<file path="config.mk">
export PLATFORM = sky130hd
export DESIGN_NAME = branch_predict_ctrl_flat
export DESIGN_NICKNAME = d
export VERILOG_FILES = /design/src/rtl/branch_predict_ctrl_pkg.sv /design/src/rtl/branch_predict_ctrl_if.sv /design/src/rtl/branch_predict_ctrl_bht_counter_table.sv /design/src/rtl/branch_predict_ctrl.sv /design/src/flat_wrapper.sv
export SDC_FILE = /design/constraint.sdc
export NUM_CORES = 1
export LEC_CHECK = 0
export ABC_AREA = 1
export CAP_MARGIN = 20
export CORE_UTILIZATION = 55
export CTS_CLUSTER_SIZE = 40
export DETAILED_ROUTE_END_ITERATION = 6
export GPL_TIMING_DRIVEN = 0
export PLACE_DENSITY = 0.89
export SYNTH_ARGS = -nofsm -noshare
export SYNTH_HDL_FRONTEND = slang
export SYNTH_SLANG_ARGS = --single-unit
</file>
<file path="constraint.sdc">
create_clock -name clk -period 13.8 [get_ports clk]
set_clock_uncertainty 0.05 [all_clocks]
set_input_delay 2.76 -clock clk [delete_from_list [all_inputs] [get_ports clk]]
set_output_delay 2.76 -clock clk [all_outputs]
set_load 0.03 [all_outputs]
</file>
<file path="src/rtl/branch_predict_ctrl_pkg.sv">
// Shared types and helpers for the branch predictor: FSM states,
// 2-bit counter encodings and the saturating counter step.
package branch_pred_pkg;

  typedef enum logic {
    IDLE  = 1'b0,
    FLUSH = 1'b1
  } state_t;

  localparam logic [1:0] CNT_SNT = 2'b00;
  localparam logic [1:0] CNT_WNT = 2'b01;
  localparam logic [1:0] CNT_WT  = 2'b10;
  localparam logic [1:0] CNT_ST  = 2'b11;

  localparam int FLUSH_CNT_W = 4;

  function automatic logic [1:0] sat_next(input logic [1:0] cur, input logic taken);
    logic [1:0] nxt;
    if (taken) begin
      nxt = (cur == CNT_ST) ? CNT_ST : cur + 2'd1;
    end else begin
      nxt = (cur == CNT_SNT) ? CNT_SNT : cur - 2'd1;
    end
    return nxt;
  endfunction

endpackage

</file>
<file path="src/rtl/branch_predict_ctrl_if.sv">
// Pipeline <-> predictor bundle: fetch lookup, EX resolution, recovery and stats.
interface branch_predict_ctrl_if;
  logic        if_valid;
  logic [31:0] if_pc;
  logic        pred_taken;
  logic        ex_branch;
  logic [31:0] ex_pc;
  logic        ex_taken;
  logic        ex_mispredict;
  logic [31:0] ex_target;
  logic        redirect_valid;
  logic [31:0] redirect_pc;
  logic        flush_if_id;
  logic        flush_id_ex;
  logic        busy;
  logic [31:0] stat_branches;
  logic [31:0] stat_mispredicts;

  // Pipeline side
  modport master (
    output if_valid, if_pc, ex_branch, ex_pc, ex_taken, ex_mispredict, ex_target,
    input  pred_taken, redirect_valid, redirect_pc, flush_if_id, flush_id_ex, busy,
           stat_branches, stat_mispredicts
  );

  // Predictor side
  modport slave (
    input  if_valid, if_pc, ex_branch, ex_pc, ex_taken, ex_mispredict, ex_target,
    output pred_taken, redirect_valid, redirect_pc, flush_if_id, flush_id_ex, busy,
           stat_branches, stat_mispredicts
  );
endinterface

</file>
<file path="src/rtl/branch_predict_ctrl_bht_counter_table.sv">
// Untagged table of 2-bit saturating counters: combinational read,
// synchronous saturating update, every entry reset to CNT_INIT.
module bht_counter_table
  import branch_pred_pkg::*;
#(
  parameter int         INDEX_BITS = 6,
  parameter logic [1:0] CNT_INIT   = CNT_WNT
) (
  input  logic                  clk,
  input  logic                  rst,
  input  logic [INDEX_BITS-1:0] rd_idx,
  output logic [1:0]            rd_cnt,
  input  logic                  wr_en,
  input  logic [INDEX_BITS-1:0] wr_idx,
  input  logic                  wr_taken
);

  localparam int DEPTH = 1 << INDEX_BITS;

  logic [2*DEPTH-1:0] cnt_flat;

  // Each entry is its own register so the whole table can reset at once.
  genvar gi;
  generate
    for (gi = 0; gi < DEPTH; gi++) begin : g_entry
      logic [1:0] cnt_reg;

      always_ff @(posedge clk or posedge rst) begin
        if (rst) begin
          cnt_reg <= CNT_INIT;
        end else if (wr_en && (wr_idx == INDEX_BITS'(gi))) begin
          cnt_reg <= sat_next(cnt_reg, wr_taken);
        end
      end

      assign cnt_flat[2*gi +: 2] = cnt_reg;
    end
  endgenerate

  // Read returns the pre-update value when the same index is written this cycle.
  assign rd_cnt = cnt_flat[{rd_idx, 1'b0} +: 2];

endmodule

</file>
<file path="src/rtl/branch_predict_ctrl.sv">
// Branch predictor front end: counter-table lookup, training from EX,
// mispredict recovery FSM (redirect pulse + timed flush) and statistics.
module branch_predict_ctrl
  import branch_pred_pkg::*;
#(
  parameter int         INDEX_BITS   = 6,
  parameter int         FLUSH_CYCLES = 2,
  parameter logic [1:0] CNT_INIT     = 2'b01
) (
  input  logic                 clk,
  input  logic                 rst,
  branch_predict_ctrl_if.slave bus
);

  state_t                 state_reg;
  logic [FLUSH_CNT_W-1:0] flush_cnt_reg;
  logic                   redirect_valid_reg;
  logic [31:0]            redirect_pc_reg;
  logic                   flush_reg;
  logic [31:0]            stat_branches_reg;
  logic [31:0]            stat_mispredicts_reg;

  logic [INDEX_BITS-1:0]  rd_idx;
  logic [INDEX_BITS-1:0]  wr_idx;
  logic [1:0]             rd_cnt;
  logic                   accept;
  logic                   unused_pc_bits;

  assign rd_idx = bus.if_pc[INDEX_BITS+1:2];
  assign wr_idx = bus.ex_pc[INDEX_BITS+1:2];
  assign unused_pc_bits = ^{bus.if_pc[31:INDEX_BITS+2], bus.if_pc[1:0]};

  // Resolutions seen during FLUSH belong to squashed wrong-path instructions.
  assign accept = bus.ex_branch && (state_reg == IDLE);

  bht_counter_table #(
    .INDEX_BITS (INDEX_BITS),
    .CNT_INIT   (CNT_INIT)
  ) u_table (
    .clk      (clk),
    .rst      (rst),
    .rd_idx   (rd_idx),
    .rd_cnt   (rd_cnt),
    .wr_en    (accept),
    .wr_idx   (wr_idx),
    .wr_taken (bus.ex_taken)
  );

  assign bus.pred_taken = bus.if_valid & rd_cnt[1];

  always_ff @(posedge clk or posedge rst) begin
    if (rst) begin
      state_reg          <= IDLE;
      flush_cnt_reg      <= '0;
      redirect_valid_reg <= 1'b0;
      redirect_pc_reg    <= '0;
      flush_reg          <= 1'b0;
    end else begin
      redirect_valid_reg <= 1'b0;
      case (state_reg)
        IDLE: begin
          if (accept && bus.ex_mispredict) begin
            state_reg          <= FLUSH;
            redirect_valid_reg <= 1'b1;
            flush_reg          <= 1'b1;
            redirect_pc_reg    <= bus.ex_taken ? bus.ex_target : bus.ex_pc + 32'd4;
            flush_cnt_reg      <= FLUSH_CNT_W'(FLUSH_CYCLES - 1);
          end
        end
        FLUSH: begin
          // Counter reaching zero marks the last flush cycle.
          if (flush_cnt_reg == '0) begin
            state_reg <= IDLE;
            flush_reg <= 1'b0;
          end else begin
            flush_cnt_reg <= flush_cnt_reg - 1'b1;
          end
        end
        default: begin
          state_reg <= IDLE;
          flush_reg <= 1'b0;
        end
      endcase
    end
  end

  always_ff @(posedge clk or posedge rst) begin
    if (rst) begin
      stat_branches_reg    <= '0;
      stat_mispredicts_reg <= '0;
    end else if (accept) begin
      stat_branches_reg <= stat_branches_reg + 32'd1;
      if (bus.ex_mispredict) begin
        stat_mispredicts_reg <= stat_mispredicts_reg + 32'd1;
      end
    end
  end

  assign bus.redirect_valid   = redirect_valid_reg;
  assign bus.redirect_pc      = redirect_pc_reg;
  assign bus.flush_if_id      = flush_reg;
  assign bus.flush_id_ex      = flush_reg;
  assign bus.busy             = flush_reg;
  assign bus.stat_branches    = stat_branches_reg;
  assign bus.stat_mispredicts = stat_mispredicts_reg;

endmodule

</file>
<file path="src/flat_wrapper.sv">
// flat-port wrapper written by rule: the top's interface ports become plain ports
module branch_predict_ctrl_flat import branch_pred_pkg::*;
#(
  parameter int         INDEX_BITS   = 6,
  parameter int         FLUSH_CYCLES = 2,
  parameter logic [1:0] CNT_INIT     = 2'b01
)
  (clk, rst, bus_if_valid, bus_if_pc, bus_ex_branch, bus_ex_pc, bus_ex_taken, bus_ex_mispredict, bus_ex_target, bus_pred_taken, bus_redirect_valid, bus_redirect_pc, bus_flush_if_id, bus_flush_id_ex, bus_busy, bus_stat_branches, bus_stat_mispredicts);
  branch_predict_ctrl_if bus_i ();
  input  logic clk;
  input  logic rst;
  input wire logic [$bits(bus_i.if_valid)-1:0] bus_if_valid;
  input wire logic [$bits(bus_i.if_pc)-1:0] bus_if_pc;
  input wire logic [$bits(bus_i.ex_branch)-1:0] bus_ex_branch;
  input wire logic [$bits(bus_i.ex_pc)-1:0] bus_ex_pc;
  input wire logic [$bits(bus_i.ex_taken)-1:0] bus_ex_taken;
  input wire logic [$bits(bus_i.ex_mispredict)-1:0] bus_ex_mispredict;
  input wire logic [$bits(bus_i.ex_target)-1:0] bus_ex_target;
  output wire logic [$bits(bus_i.pred_taken)-1:0] bus_pred_taken;
  output wire logic [$bits(bus_i.redirect_valid)-1:0] bus_redirect_valid;
  output wire logic [$bits(bus_i.redirect_pc)-1:0] bus_redirect_pc;
  output wire logic [$bits(bus_i.flush_if_id)-1:0] bus_flush_if_id;
  output wire logic [$bits(bus_i.flush_id_ex)-1:0] bus_flush_id_ex;
  output wire logic [$bits(bus_i.busy)-1:0] bus_busy;
  output wire logic [$bits(bus_i.stat_branches)-1:0] bus_stat_branches;
  output wire logic [$bits(bus_i.stat_mispredicts)-1:0] bus_stat_mispredicts;
  assign bus_i.if_valid = bus_if_valid;
  assign bus_i.if_pc = bus_if_pc;
  assign bus_i.ex_branch = bus_ex_branch;
  assign bus_i.ex_pc = bus_ex_pc;
  assign bus_i.ex_taken = bus_ex_taken;
  assign bus_i.ex_mispredict = bus_ex_mispredict;
  assign bus_i.ex_target = bus_ex_target;
  assign bus_pred_taken = bus_i.pred_taken;
  assign bus_redirect_valid = bus_i.redirect_valid;
  assign bus_redirect_pc = bus_i.redirect_pc;
  assign bus_flush_if_id = bus_i.flush_if_id;
  assign bus_flush_id_ex = bus_i.flush_id_ex;
  assign bus_busy = bus_i.busy;
  assign bus_stat_branches = bus_i.stat_branches;
  assign bus_stat_mispredicts = bus_i.stat_mispredicts;
  branch_predict_ctrl #(.INDEX_BITS(INDEX_BITS), .FLUSH_CYCLES(FLUSH_CYCLES), .CNT_INIT(CNT_INIT)) u_core (.clk(clk), .rst(rst), .bus(bus_i));
endmodule
</file>
Word-level counts from Yosys, hierarchy flattened --
Cells that the tools add are included.
Cells by class: $lt $le $gt $ge 0, equal/unequal tests 130, mux-type cells 203, bitwise operators 2, add/subtract/negate cells 132, div/mod/pow operators 0, reductions and logical operators 136, $mul 0, shift operators 1
Operators with widths (number):
- 2-bit 2-to-1 mux | 192
- 6-bit equality test, second input constant | 32
- 2-bit by 1-bit adder with 2-bit output, second input constant | 64
- 2-bit equality test, second input constant | 64
- 2-bit zero test | 64
- 128-bit by 8-bit variable part select with 2-bit output | 1
- 2-bit by 1-bit subtractor with 2-bit output, second input constant | 64
- 6-bit by 5-bit equality test with 1-bit output, second input constant | 16
- 1-bit logical AND | 66
- 32-bit by 1-bit adder with 32-bit output, second input constant | 2
- 6-bit by 4-bit equality test with 1-bit output, second input constant | 8
- 32-bit by 3-bit adder with 32-bit output, second input constant | 1
- 32-bit 2-to-1 mux | 1
- 6-bit by 3-bit equality test with 1-bit output, second input constant | 4
- 6-bit by 2-bit equality test with 1-bit output, second input constant | 2
- 4-bit 2-to-1 mux | 2
- 4-bit case mux with 2 select lines | 1
- 2-bit AND reduction | 4
- 6-bit by 1-bit equality test with 1-bit output, second input constant | 1
- 6-bit zero test | 1
- 2-bit inequality test, second input constant | 3
- 1-bit 2-to-1 mux | 5
- 4-bit zero test | 1
- 1-bit case mux with 2 select lines | 2
- 3 further kinds | 3
Storage, ports and cells: bits in latches 0, word-level logic and storage cells 675, flip-flop bits (word level) 231, input port bits 102, memory bits (read-only) 0, memories 0, bits in writable memories 0

Depth between registers and ports, before layout --
depth after elaboration 5, mapped depth 11, mapped depth without buffers 11

Modules after synthesis --
Synthesis repeated with hierarchy kept, for this count alone.
Second synthesis, totals: cell total of the unflattened synthesis 1878, area, all modules 13553.0 µm²
Modules (own cells, without submodules):
- bht_counter_table | seq. area each 3283.1 µm², cells each 1066, times used 1, area an instance 7591.0 µm²
- branch_predict_ctrl | seq. area each 2577.5 µm², cells each 812, times used 1, area an instance 5962.0 µm²

Least setup slack after synthesis --
No wires, ideal clock.
kind input-to-output, start input bus_if_pc[2], end output bus_pred_taken, arrival 4171 ps, buffers on the path 2, path slack 6819 ps, required time 10990 ps, stages 11, path through buf_2 inv_1 clkbuf_1 nand2_1 nand3_1 nand3_1 nand2_1 nand2_1 nand3_1 nand3_1 a21oi_1
On the way: word-level cells in the longest chain between the ends 2
RTL lines:
- start, declared | line flat_wrapper.sv:13 | input wire logic [$bits(bus_i.if_pc)-1:0] bus_if_pc;
- 128-bit by 8-bit variable part select with 2-bit output | line branch_predict_ctrl_bht_counter_table.sv:41 | assign rd_cnt = cnt_flat[{rd_idx, 1'b0} +: 2];
- 1-bit AND | line branch_predict_ctrl.sv:49 | assign bus.pred_taken = bus.if_valid & rd_cnt[1];
- end, declared | line flat_wrapper.sv:19 | output wire logic [$bits(bus_i.pred_taken)-1:0] bus_pred_taken;
Every way passes these cells.

Final worst setup path --
start input bus_if_pc[3], end output bus_pred_taken
Same word-level chain as after synthesis.

==> impl_summary.txt <==
----------------------------------------------------
[Synth]
  Synthesized area per cell ... around 7.7 sq um
  Syn_nets ... ~1.8k
  Number of cells produced by synthesis ... roughly 1.7k
  Register area share after synthesis ... between 40% and 50%
  Number of warnings reported in the yosys synthesis log ... 0
  Total of flip-flops plus latches after synthesis ... between 200 and 250
  Number of different library cells in the post-synthesis netlist ... 49
  FFs w/ async S/R, synth ... 100%
  Cell area after synthesis ... between 10000 and 15000 sq um
  Predominant post-synthesis flop cell ... dfrtp_1
  EDFF count, synth ... 0

[STA]
  Final hold violations ... 0
  Slew Viols, Final ... 0
  Setup TNS ... 0 ns
  Period utilisation layout ... between 60% and 70%
  Minimum setup slack in the final design ... 5.47 ns
  Hold Slack ... 0.434 ns
  Clock period minus final worst setup slack ... between 8 and 9 ns
  Highest attainable clock frequency ... 120 MHz
  Headroom to the max-slew limit ... 41.8%
  Number of endpoints failing setup at the final stage ... 0
  Setup repair after global routing missed its margin ... no
  Slew at the pin closest to its max-slew limit ... between 0.8 and 0.9 ns

[Clock tree]
  Clock tree from TritonCTS ... yes
  Number of buffers added for setup after CTS ... 0
  Hold bufs inserted after CTS ... 0
  Post-CTS sizing ... 0
  Num Clock Sinks ... between 200 and 250
  Clock transition at the registers of the reported paths ... about 0.060 ns
  Clock latency of the later-clocked register in the worst-skew pair ... ~0.54 ns
  Max Root-Sink Buffers ... 3
  H-tree depth ... 1
  Clk Tree Root Cell ... clkbuf_16
  Cts bufs inserted ... 27

[Global routing]
  Via count of the first global-routing pass ... 12.4k
  Antenna violations before repair ... 1
  Combined global-route utilization of all metal layers ... approximately a third
  Largest net degree at the start of global routing ... ~140
  Wire length of the first global-routing pass ... approximately 62 mm
  Grt total ovfl ... 0

[Status]
  Outcome ... complete, no violations

[Floorplanning]
  # rows ... 56
  DIE HEIGHT ... between 150 and 200 um
  Placeable core region ... approximately 23000 sq um
  Initial core utilization ... a little under three fifths
  Die Footprint ... between 20000 and 25000 sq um
  Horizontal extent of the die ... around 160 um
  I/O Pins ... roughly 200

[Place]
  HPWL Detailed ... roughly 28 mm
  Area post-placement ... 15300 sq um
  Worst setup timing slack at the placement stage ... about 5.6 ns
  Last weighted congestion value of the routability-driven placer ... about 0.95
  Count of input and output buffers ... approximately 170

[Critical path]
  Type of the worst setup path ... input port to output pin
  Largest incremental delay on the critical path ... a little under 0.7 ns
  Crit path capture type ... output pin
  Kind of cell with the highest combined delay on the critical path ... buffers and inverters
  Slowest-stage cell, CP ... clkdlybuf4s50_1
  Worst setup SP type ... input port
  CP Data Required Time ... between 10 and 15 ns
  Worst endpoint data arrival time ... ~5.5 ns
  Cell Chain, Critical Path ... clkdlybuf4s50_1, clkinv_1, buf_2, nand3_1, nand3_1, nand2_1, nand2_1, nand3_1, nand3_1, a21oi_1, clkdlybuf4s50_1
  Crit path max fanout ... 10
  Number of buffers and inverters on the critical path ... 4
  CP dominant cell by count ... nand3_1

[Route]
  Count of TritonRoute iterations in the first routing pass ... 5
  Detail-routed net length per standard cell ... approximately 17 um
  Vias after detailed routing ... 12.7k
  Initial drt markers ... slightly above 1k
  Post-Route WL ... 39.0 mm
  Antenna Nets Post-Route ... 0
  Post-DR vias/cell ... ~5.7
  Post-route DRC violation count ... 0

[Finish]
  Post-route cell area ... approximately 16000 sq um
  Total number of nets in the final design ... 2007
  Relative area change from synthesis to final layout ... 23.0%
  Number of flip-flops under the largest register name ... about 130
  Fraction of layout instances using a drive strength above 1 ... 11.6%

[Job]
  Max-cap violations ... 0

[Hold path]
  Class of the tightest hold or removal check ... flop to flop

[Power]
  Peak ir drop on the vdd network ... between 0.1 and 0.15 mV
  Leakage power figure ... 6.96 nW
  Power density of the placed cells ... 149 nW/um^2

----------------------------------------------------
[final timing paths]
path / endpoint / cells past startpoint / startpoint / slack (ns)
min in group asynchronous: u_core.bus.stat_branches[0] / 2 / rst / 2.74
worst min-delay path: u_core.bus.redirect_pc[18] / 2 / u_core.bus.redirect_pc[18] / 0.43
max in group asynchronous: u_core.bus.redirect_pc[4] / 3 / rst / 9.87
worst min register to register: u_core.bus.redirect_pc[18] / 2 / u_core.bus.redirect_pc[18] / 0.43
worst max-delay path: bus_pred_taken / 11 / bus_if_pc[3] / 5.47
worst max register to register: u_core.bus.stat_mispredicts[24] / 10 / u_core.bus.stat_mispredicts[0] / 11.80
[logic make-up after synthesis]
logic type / Yosys count / share of synthesized area, %
fa+ha+maj: 8 / 0.764
xor+xnor: 65 / 4.40
compound gates: 370 / 15.0
buf+inv: 250 / 7.45
flops: 231 / 44.8
mux: 9 / 0.764
simple gates: 761 / 26.9
[synthesized netlist by cell type (9+ instances only)]
cell type	number	area, sq um
buf_2	12	60.1
nor2_1	186	698
o21ai_1	39	195
o211ai_1	9	67.6
inv_2	13	48.8
nor2_4	21	236
nor2_2	28	175
xor2_1	41	359
nand2_1	344	1290
clkbuf_1	32	120
a21oi_1	20	100
xnor2_1	23	201
a31oi_1	41	257
nand3b_1	10	75.1
dfrtp_1	167	4180
nand3_1	88	440
nand4_1	19	119
dfstp_2	64	1680
o21ai_0	250	1250
nor3_1	29	145
inv_1	185	694
[placed cells by master (no fill, tap or decap), types with 3 or more instances in the layout]
cell and n:
nand2_4 4, o31ai_1 5, inv_2 13, dfrtp_1 167
nor2_1 186, clkbuf_1 41, o211ai_1 9, ha_1 8
buf_2 12, clkbuf_8 3, clkinv_2 6, or2_2 5
inv_1 184, clkbuf_16 27, nor2_2 28, nor3_1 29
a21oi_1 20, nand3_1 88, dfstp_2 64, xnor2_1 23
buf_4 4, nor2_4 21, xor2_1 41, nand3_2 5
nor3_2 5, a31oi_1 41, o21ai_0 250, clkdlybuf4s50_1 173
nand3b_1 10, nand4_1 19, o21ai_1 39, nand2_2 6
mux2_2 7, nand2_1 344
[through the flow]
stage / utilization (%) / std cells / total power, mW
2_1_floorplan: - / 1694 / 1.40
3_3_place_gp: 65.1 / 2186 / 1.64
4_1_cts: 68.8 / 2235 / 2.39
3_5_place_dp: 65.2 / 2187 / 1.68
6_report: 68.9 / 2236 / 2.40
5_1_grt: 68.9 / 2236 / 2.50
[report_power, final]
part | internal, mW | total (mW) | leakage (nW) | switching, mW
Clock | 0.413 | 0.703 | 0.417 | 0.291
Combinational | 0.268 | 0.694 | 3.71 | 0.425
Sequential | 0.864 | 0.999 | 2.83 | 0.136
[layer usage]
metal	GRT usage [%]	part of all wire, %	vias to the layer above
li1	-	-	5958
met1	40.0	39	6042
met2	52.1	46	601
met3	8.31	9.3	145
met4	15.5	5.0	0
met5	0	0	-
[tightest hold or removal path: stages, from the launching register on]
cell and delay [ns]:
dfrtp_1 0.34, nand2_1 0.05, nand2_1 0.06
[area by class of cell]
cell class	count	area, sq um
Tap cell	319	399
Clock inverter	9	97.6
Multi-Input combinational cell	1213	6260
Antenna cell	1	2.50
Fill cell	1831	7290
Inverter	199	754
Timing Repair Buffer	174	1760
Clock buffer	39	751
Buffer	51	229
Sequential cell	231	5860
Note: power is estimated with default switching activity, not from simulation.
